[src/rtl/inst_fetch_queue_pkg.sv]
// Shared definitions for the instruction fetch queue: bus widths, the
// queue FSM state encoding and the stored {pc, instruction} entry layout.
package inst_fetch_queue_pkg;

  localparam int ADDR_BUS = 32;
  localparam int DATA_BUS = 32;
  localparam int ENTRY_W  = ADDR_BUS + DATA_BUS;

  // Queue control state: normal streaming, or waiting for the delay-slot word
  typedef enum logic [0:0] {
    IFQ_NORMAL     = 1'b0,
    IFQ_DS_PENDING = 1'b1
  } ifq_state_e;

  // One queue entry as seen by ID
  typedef struct packed {
    logic [ADDR_BUS-1:0] pc;
    logic [DATA_BUS-1:0] inst;
  } ifq_entry_t;

  // Builds an entry from the IF stage outputs
  function automatic ifq_entry_t make_entry(input logic [ADDR_BUS-1:0] pc,
                                            input logic [DATA_BUS-1:0] inst);
    ifq_entry_t e;
    e.pc   = pc;
    e.inst = inst;
    return e;
  endfunction

endpackage

[src/rtl/inst_fetch_queue_storage.sv]
// Register-array storage for the fetch queue: one write port and two
// asynchronous read ports (head and head+1, the delay slot after a branch).
module ifq_storage
  import inst_fetch_queue_pkg::*;
#(
  parameter int DEPTH = 4,
  parameter int PTR_W = 2
) (
  input  logic             clk,
  input  logic             rst,
  input  logic             we,
  input  logic [PTR_W-1:0] waddr,
  input  ifq_entry_t       wdata,
  input  logic [PTR_W-1:0] head_addr,
  output ifq_entry_t       head_data,
  output ifq_entry_t       next_data
);

  ifq_entry_t       mem [DEPTH];
  logic [PTR_W-1:0] next_addr;

  // head+1 wraps naturally because DEPTH is a power of two
  assign next_addr = head_addr + PTR_W'(1);

  // Array write; cleared on reset so the head reads zero while in reset
  always_ff @(posedge clk or posedge rst) begin
    if (rst) begin
      for (int i = 0; i < DEPTH; i++) begin
        mem[i] <= '0;
      end
    end else if (we) begin
      mem[waddr] <= wdata;
    end
  end

  assign head_data = mem[head_addr];
  assign next_data = mem[next_addr];

endmodule

[src/rtl/inst_fetch_queue.sv]
// Instruction queue between IF and ID. Buffers {pc, inst} pairs, throttles
// the PC and times branch redirects so the delay-slot word is always kept.
module inst_fetch_queue
  import inst_fetch_queue_pkg::*;
#(
  parameter int DEPTH = 4,
  parameter int PTR_W = 2
) (
  input  logic                clk,
  input  logic                rst,
  input  logic                flush,
  input  logic                fetch_valid,
  input  logic [ADDR_BUS-1:0] fetch_pc,
  input  logic [DATA_BUS-1:0] fetch_inst,
  output logic                stall_fetch,
  output logic                pc_branch_flag,
  output logic [ADDR_BUS-1:0] pc_branch_addr,
  output logic                id_valid,
  output logic [ADDR_BUS-1:0] id_pc,
  output logic [DATA_BUS-1:0] id_inst,
  input  logic                stall_id,
  input  logic                id_branch_flag,
  input  logic [ADDR_BUS-1:0] id_branch_addr,
  output logic [PTR_W:0]      count,
  output logic                overflow
);

  localparam logic [PTR_W:0]   CNT_FULL = (PTR_W+1)'(DEPTH);
  localparam logic [PTR_W:0]   CNT_HIGH = (PTR_W+1)'(DEPTH - 1);
  localparam logic [PTR_W:0]   CNT_TWO  = (PTR_W+1)'(2);
  localparam logic [PTR_W:0]   CNT_ONE  = (PTR_W+1)'(1);
  localparam logic [PTR_W-1:0] PTR_ONE  = PTR_W'(1);
  localparam logic [PTR_W-1:0] PTR_TWO  = PTR_W'(2);

  ifq_state_e          state, state_nx;
  logic [PTR_W-1:0]    rd_ptr, rd_ptr_nx;
  logic [PTR_W-1:0]    wr_ptr, wr_ptr_nx;
  logic [PTR_W:0]      count_nx;
  logic [ADDR_BUS-1:0] saved_target, saved_target_nx;
  logic                overflow_nx;
  logic                we;
  logic                do_pop;
  logic                has_room;
  ifq_entry_t          head_entry;
  ifq_entry_t          next_entry;

  ifq_storage #(
    .DEPTH (DEPTH),
    .PTR_W (PTR_W)
  ) u_storage (
    .clk       (clk),
    .rst       (rst),
    .we        (we),
    .waddr     (wr_ptr),
    .wdata     (make_entry(fetch_pc, fetch_inst)),
    .head_addr (rd_ptr),
    .head_data (head_entry),
    .next_data (next_entry)
  );

  // The delay-slot entry is reached through the head+1 read port only by
  // advancing rd_ptr; the data itself is not needed in the control path.
  logic unused_next;
  assign unused_next = ^next_entry;

  assign id_valid    = (count != '0);
  assign id_pc       = head_entry.pc;
  assign id_inst     = head_entry.inst;
  // One slot stays free for the ROM word already in flight
  assign stall_fetch = (count >= CNT_HIGH);
  assign do_pop      = id_valid && !stall_id;
  assign has_room    = (count != CNT_FULL);
  assign overflow_nx = overflow | (fetch_valid && (count == CNT_FULL));

  // Next-state, pointer/count update and redirect outputs
  always_comb begin
    state_nx        = state;
    rd_ptr_nx       = rd_ptr;
    wr_ptr_nx       = wr_ptr;
    count_nx        = count;
    saved_target_nx = saved_target;
    we              = 1'b0;
    pc_branch_flag  = 1'b0;
    pc_branch_addr  = '0;

    if (flush) begin
      state_nx  = IFQ_NORMAL;
      rd_ptr_nx = '0;
      wr_ptr_nx = '0;
      count_nx  = '0;
    end else begin
      case (state)
        IFQ_NORMAL: begin
          if (do_pop && id_branch_flag) begin
            if (count >= CNT_TWO) begin
              // Keep only head+1 (delay slot); drop the rest and any push
              rd_ptr_nx      = rd_ptr + PTR_ONE;
              wr_ptr_nx      = rd_ptr + PTR_TWO;
              count_nx       = CNT_ONE;
              pc_branch_flag = 1'b1;
              pc_branch_addr = id_branch_addr;
            end else if (fetch_valid) begin
              // The word arriving now is the delay slot
              we             = 1'b1;
              wr_ptr_nx      = wr_ptr + PTR_ONE;
              rd_ptr_nx      = rd_ptr + PTR_ONE;
              count_nx       = CNT_ONE;
              pc_branch_flag = 1'b1;
              pc_branch_addr = id_branch_addr;
            end else begin
              // Delay slot not fetched yet: hold the redirect until it is
              rd_ptr_nx       = rd_ptr + PTR_ONE;
              count_nx        = '0;
              saved_target_nx = id_branch_addr;
              state_nx        = IFQ_DS_PENDING;
            end
          end else begin
            we = fetch_valid && has_room;
            if (we) begin
              wr_ptr_nx = wr_ptr + PTR_ONE;
            end else begin
              wr_ptr_nx = wr_ptr;
            end
            if (do_pop) begin
              rd_ptr_nx = rd_ptr + PTR_ONE;
            end else begin
              rd_ptr_nx = rd_ptr;
            end
            case ({we, do_pop})
              2'b10:   count_nx = count + CNT_ONE;
              2'b01:   count_nx = count - CNT_ONE;
              default: count_nx = count;
            endcase
          end
        end
        IFQ_DS_PENDING: begin
          if (fetch_valid) begin
            we             = 1'b1;
            wr_ptr_nx      = wr_ptr + PTR_ONE;
            count_nx       = count + CNT_ONE;
            pc_branch_flag = 1'b1;
            pc_branch_addr = saved_target;
            state_nx       = IFQ_NORMAL;
          end else begin
            state_nx = IFQ_DS_PENDING;
          end
        end
        default: begin
          state_nx = IFQ_NORMAL;
        end
      endcase
    end
  end

  // FSM state register
  always_ff @(posedge clk or posedge rst) begin
    if (rst) begin
      state <= IFQ_NORMAL;
    end else begin
      state <= state_nx;
    end
  end

  // Pointers, occupancy, saved branch target and sticky overflow
  always_ff @(posedge clk or posedge rst) begin
    if (rst) begin
      rd_ptr       <= '0;
      wr_ptr       <= '0;
      count        <= '0;
      saved_target <= '0;
      overflow     <= 1'b0;
    end else begin
      rd_ptr       <= rd_ptr_nx;
      wr_ptr       <= wr_ptr_nx;
      count        <= count_nx;
      saved_target <= saved_target_nx;
      overflow     <= overflow_nx;
    end
  end

endmodule

[config.mk]
export PLATFORM = sky130hd
export DESIGN_NAME = inst_fetch_queue
export DESIGN_NICKNAME = d
export VERILOG_FILES = /design/src/rtl/inst_fetch_queue_pkg.sv /design/src/rtl/inst_fetch_queue_storage.sv /design/src/rtl/inst_fetch_queue.sv
export SDC_FILE = /design/constraint.sdc
export NUM_CORES = 1
export LEC_CHECK = 0
export ABC_AREA = 1
export CAP_MARGIN = 20
export CORE_ASPECT_RATIO = 1.25
export CORE_UTILIZATION = 55
export DETAILED_ROUTE_END_ITERATION = 16
export GPL_ROUTABILITY_DRIVEN = 0
export GPL_TIMING_DRIVEN = 0
export PLACE_DENSITY = 0.9
export SYNTH_ARGS = -nofsm -noshare
export SYNTH_HDL_FRONTEND = slang
export SYNTH_SLANG_ARGS = --single-unit
[constraint.sdc]
create_clock -name clk -period 12.4 [get_ports clk]
set_input_delay 2.48 -clock clk [delete_from_list [all_inputs] [get_ports clk]]
set_output_delay 2.48 -clock clk [all_outputs]
set_load 0.02 [all_outputs]
Yosys cells after proc, flatten, opt, wreduce, memory -nomap -nowiden
Index checks and enable logic that the tools add are counted.

word-level totals
  register bits = 297
  output and inout bits = 103
  word-level logic and storage cells = 93

cells by class
  add/sub/neg operators = 5
  magnitude comparators = 5
  eq/ne operators = 8
  mux-type cells = 43
  bitwise logic cells = 7
  reductions and logical operators = 11

operators with widths
  cell                                                                number
  bitwise mux 256 bit                                                 1
  two-way mux 64 bit                                                  3
  two-way mux 32 bit                                                  5
  binary-select mux 64 bit (select 2 bit)                             1
  demux 64 bit (select 2 bit)                                         1
  case mux 32 bit (2 select lines)                                    1
  two-way mux 2 bit                                                   9
  two-way mux 1 bit                                                   13
  case mux 3 bit (2 select lines)                                     2
  two-way mux 3 bit                                                   3
  greater-or-equal comparator 3 x 2 -> 1 bit (second input constant)  2
  greater-or-equal comparator 3 bit (second input constant)           2
  inequality test 3 bit (second input constant)                       2
  NOT 2 -> 3 bit                                                      2
  case mux 1 bit (2 select lines)                                     3
  nonzero test 3 bit                                                  2
  logical AND 1 bit                                                   5
  inequality test 5 x 3 -> 1 bit (second input constant)              1
  AND reduction 5 bit                                                 1
  adder 2 x 1 -> 2 bit (second input constant)                        2
  inequality test 4 bit (second input constant)                       1
  NOT 1 bit                                                           4
  case mux 2 bit (2 select lines)                                     1
  AND reduction 2 bit                                                 2
  10 further kinds                                                    10

Depth between registers and ports, before layout
  depth in word-level cells = 7
  gate-level depth with buffers = 11
  mapped depth without buffers = 11

Cells and area by module
Synthesis repeated with hierarchy kept, for this count alone.

second synthesis, totals
  cells, all modules = 2857
  area, all modules = 18479.0 um2

by module, submodules not included
  module            times used  cells each  area each (um2)
  ifq_storage       1           2490        15718.8
  inst_fetch_queue  1           367         2760.1

Least setup slack after synthesis
OpenSTA, ideal clock, no wires.

  path kind = input-to-output
  from = input stall_id
  to = output pc_branch_addr[10]
  arrival = 3.607 ns
  required time = 9.920 ns
  setup slack = 6.313 ns
  stages = 6
  buffers on the path = 1
  cells stage by stage = inv_1 > nand4_2 > nor2_1 > buf_2 > nand2_1 > a21oi_1

on the way
  cells in the longest elaborated chain, start to end = 6

RTL lines
  item                              line                    source
  start, declared                   inst_fetch_queue.sv:21  input logic stall_id,
  zero test 1 bit                   inst_fetch_queue.sv:71  assign do_pop = id_valid && !stall_id;
  logical AND 1 bit                 inst_fetch_queue.sv:71
  logical AND 1 bit                 inst_fetch_queue.sv:94  if (do_pop && id_branch_flag) begin
  two-way mux 32 bit                inst_fetch_queue.sv:94
  case mux 32 bit (2 select lines)  inst_fetch_queue.sv:92  case (state)
  two-way mux 32 bit                inst_fetch_queue.sv:86  if (flush) begin
  end, declared                     inst_fetch_queue.sv:17  output logic [ADDR_BUS-1:0] pc_branch_addr,

Every way passes these cells.

Worst setup path after layout
  from = input stall_id
  to = output pc_branch_addr[17]

The elaborated chain is that of the path after synthesis.

==> flow_summary.ini <==
[logic_synthesis]
ys_warn_count = 0
synth_area_leaders = dfrtp_1, nand2_1, nand4_1, o21ai_0, nor2_1
yosysUniqueCellTypes = 29
async_flop_share_pct = 100
synth_nets = 1981
synth_ff_type = dfrtp_1
synth_top_area_share_pct = 49.9
syn_avg_cell_area_um2 = 7.96
yosysSeqAreaShare_pct = 49.9
syn_inst = 1870
synth_area_um2 = 14900
synth_edf_count = 0
yosys.area.top_type = dfrtp_1
synth.ff_latch_count = 297

[min_path]
hold_class = flip-flop to flip-flop

[clock_tree]
cts.sinks = 297
cts_buffer_depth = 3
cts_resized = 0
cts_tree = done
clk_pin_slew_ns = 0.06
cts_root_buf = clkbuf_16
clkLatencyLatePin_ns = 0.58
cts_buffers = 30
hold_buffers = 0
postCtsSetupRepairBufs = 0
ctsHtreeMaxLevel = 1

[run_status]
run_status = finished clean

[worst_setup_path]
cp.arrival_ns = 4.91
worstPathRequired_ns = 9.92
endpoint_kind = primary output
crit_fanout = 10
start_kind = primary input
r2r_slack_ns = 10.07
critical_path_class = primary input to primary output

[global_route]
grt_max_degree = 135
antenna_found_initial = 2
grt_pass1_vias = 15500
track_usage_pct = 35.0
overflow = 0
grt_pass1_wl_um = 76300

[sta]
rsz0062_at_grt = no
post-route-period-util_pct = 59.6
fin_hold_ws_ns = 0.466
setup_viol_count_final = 0
maxSlewHeadroom_pct = 42.5
fmax_mhz = 135
fin_crit_ns = 7.39
final-max-slew-violation-count = 0
worstMarginPinSlew_ns = 0.863
final_hold_viol_count = 0
skew_ns = 0.0263

[power]
peakVddDrop_mv = 0.153
power_mw = 4.63
p_leak_nw = 8.90
p_per_area_nw_per_um2 = 252

[floorplan]
die_h_um = 186
die_w_um = 149
ios = 205
die_area_um2 = 27700
core-area_um2 = 26700
row_count = 67
initial_core_util_pct = 55.7

[placement]
dp_cells = 2420
io_buffers = 203
dp.final_hpwl_um = 32900

[detailed_routing]
wl_um = 48800
drt_pass1_iterations = 8
viasPerCell = 6.32
initialDrtViolationCount = 1828
vias = 15600
avgRoutedWirePerCell_um = 19.7
postRouteAntennaNets = 0
drc = 0

[cells_and_area]
final_cells = 2474
nFillCells = 2017
final_common_cell = nand2_1
layout.nets = 2218
drive_gt1_share_pct = 6.86
area_growth_syn_to_layout_pct = 23.5
final_cell_mix = nand2_1, dfrtp_1, nand4_1

[run]
cap_violations = 0
-- through the flow --
stage | util, % | area, um^2 | setup WS (ns) | setup TNS (ns)
after floorplan | - | 14900 | 1.72 | 0
after global placement | 64.9 | 17400 | -1.62 | -473.47
after detailed placement | 65.1 | 17400 | 5.04 | 0
after CTS | 68.8 | 18400 | 5.03 | 0
after global routing | 68.8 | 18400 | 4.88 | 0
final | 68.8 | 18400 | 5.01 | 0
-- power by group --
group          internal [mW]  total, mW  leakage (nW)  switching [mW]
sequential              1.39       1.63          3.78           0.240
clock                  0.510      0.895         0.477           0.385
combinational          0.768       2.10          4.64            1.33
-- per-layer routing --
layer	track usage, %	wire (um)
met1	41.8	17400
met2	56.9	23300
met3	6.76	5130
met4	24.2	2920
met5	0	9
-- flip-flops by register name, summed over array words and instances, names as in the netlist --
signal / count
u_storage.mem: 256
saved_target: 32
count: 3
rd_ptr: 2
wr_ptr: 2
overflow: 1
state: 1
-- cell families after synthesis --
| family | count (synthesis) | synth area share, % |
|---|---|---|
| compound gates | 236 | 8.52 |
| fa+ha+maj | 9 | 0.756 |
| flops | 297 | 49.9 |
| xor+xnor | 2 | 0.118 |
| buf+inv | 192 | 6.60 |
| simple gates | 1134 | 34.1 |
-- synth_stat cells (2+ instances only) --
cell      instances
nand4_1         258
nand2_1         683
o21bai_1          2
inv_1            20
ha_1              9
nand3_1          38
buf_1            15
nand2_4           2
clkbuf_1         71
a21oi_1          37
dfrtp_1         297
buf_4             4
o21ai_0         132
inv_2             2
xnor2_1           2
buf_2            55
o22ai_1          64
nand3_4           4
nor2_1          143
buf_6            23
-- worst paths after layout --
check                              startpoint            endpoint  cells past startpoint
max in group asynchronous                 rst  u_storage.mem[113]                      4
setup / recovery                     stall_id  pc_branch_addr[17]                      8
hold reg to reg            u_storage.mem[183]  u_storage.mem[183]                      2
setup reg to reg                    wr_ptr[0]  u_storage.mem[255]                      6
min in group asynchronous                 rst  u_storage.mem[208]                      2
hold / removal             u_storage.mem[183]  u_storage.mem[183]                      2
-- final cells by class --
cell class	count	area (um^2)	area share [%]
sequential	297	7430	40.4
multi-input combinational	1381	6480	35.2
timing repair buffer	205	2090	11.4
clock buffer	49	932	5.07
buffer	170	900	4.89
tap	345	432	2.35
inverter	22	90.1	0.490
clock inverter	4	35.0	0.191
antenna	1	2.50	0.0136
-- critical path: stages --
cell and delay (ns):
clkdlybuf4s50_1 0.43, inv_1 0.16, nand4_2 0.20, nor2_1 0.41, buf_2 0.31, nand2_1 0.09
a21oi_1 0.19, clkdlybuf4s50_1 0.64
No activity file was read; power rests on OpenSTA's default activity.
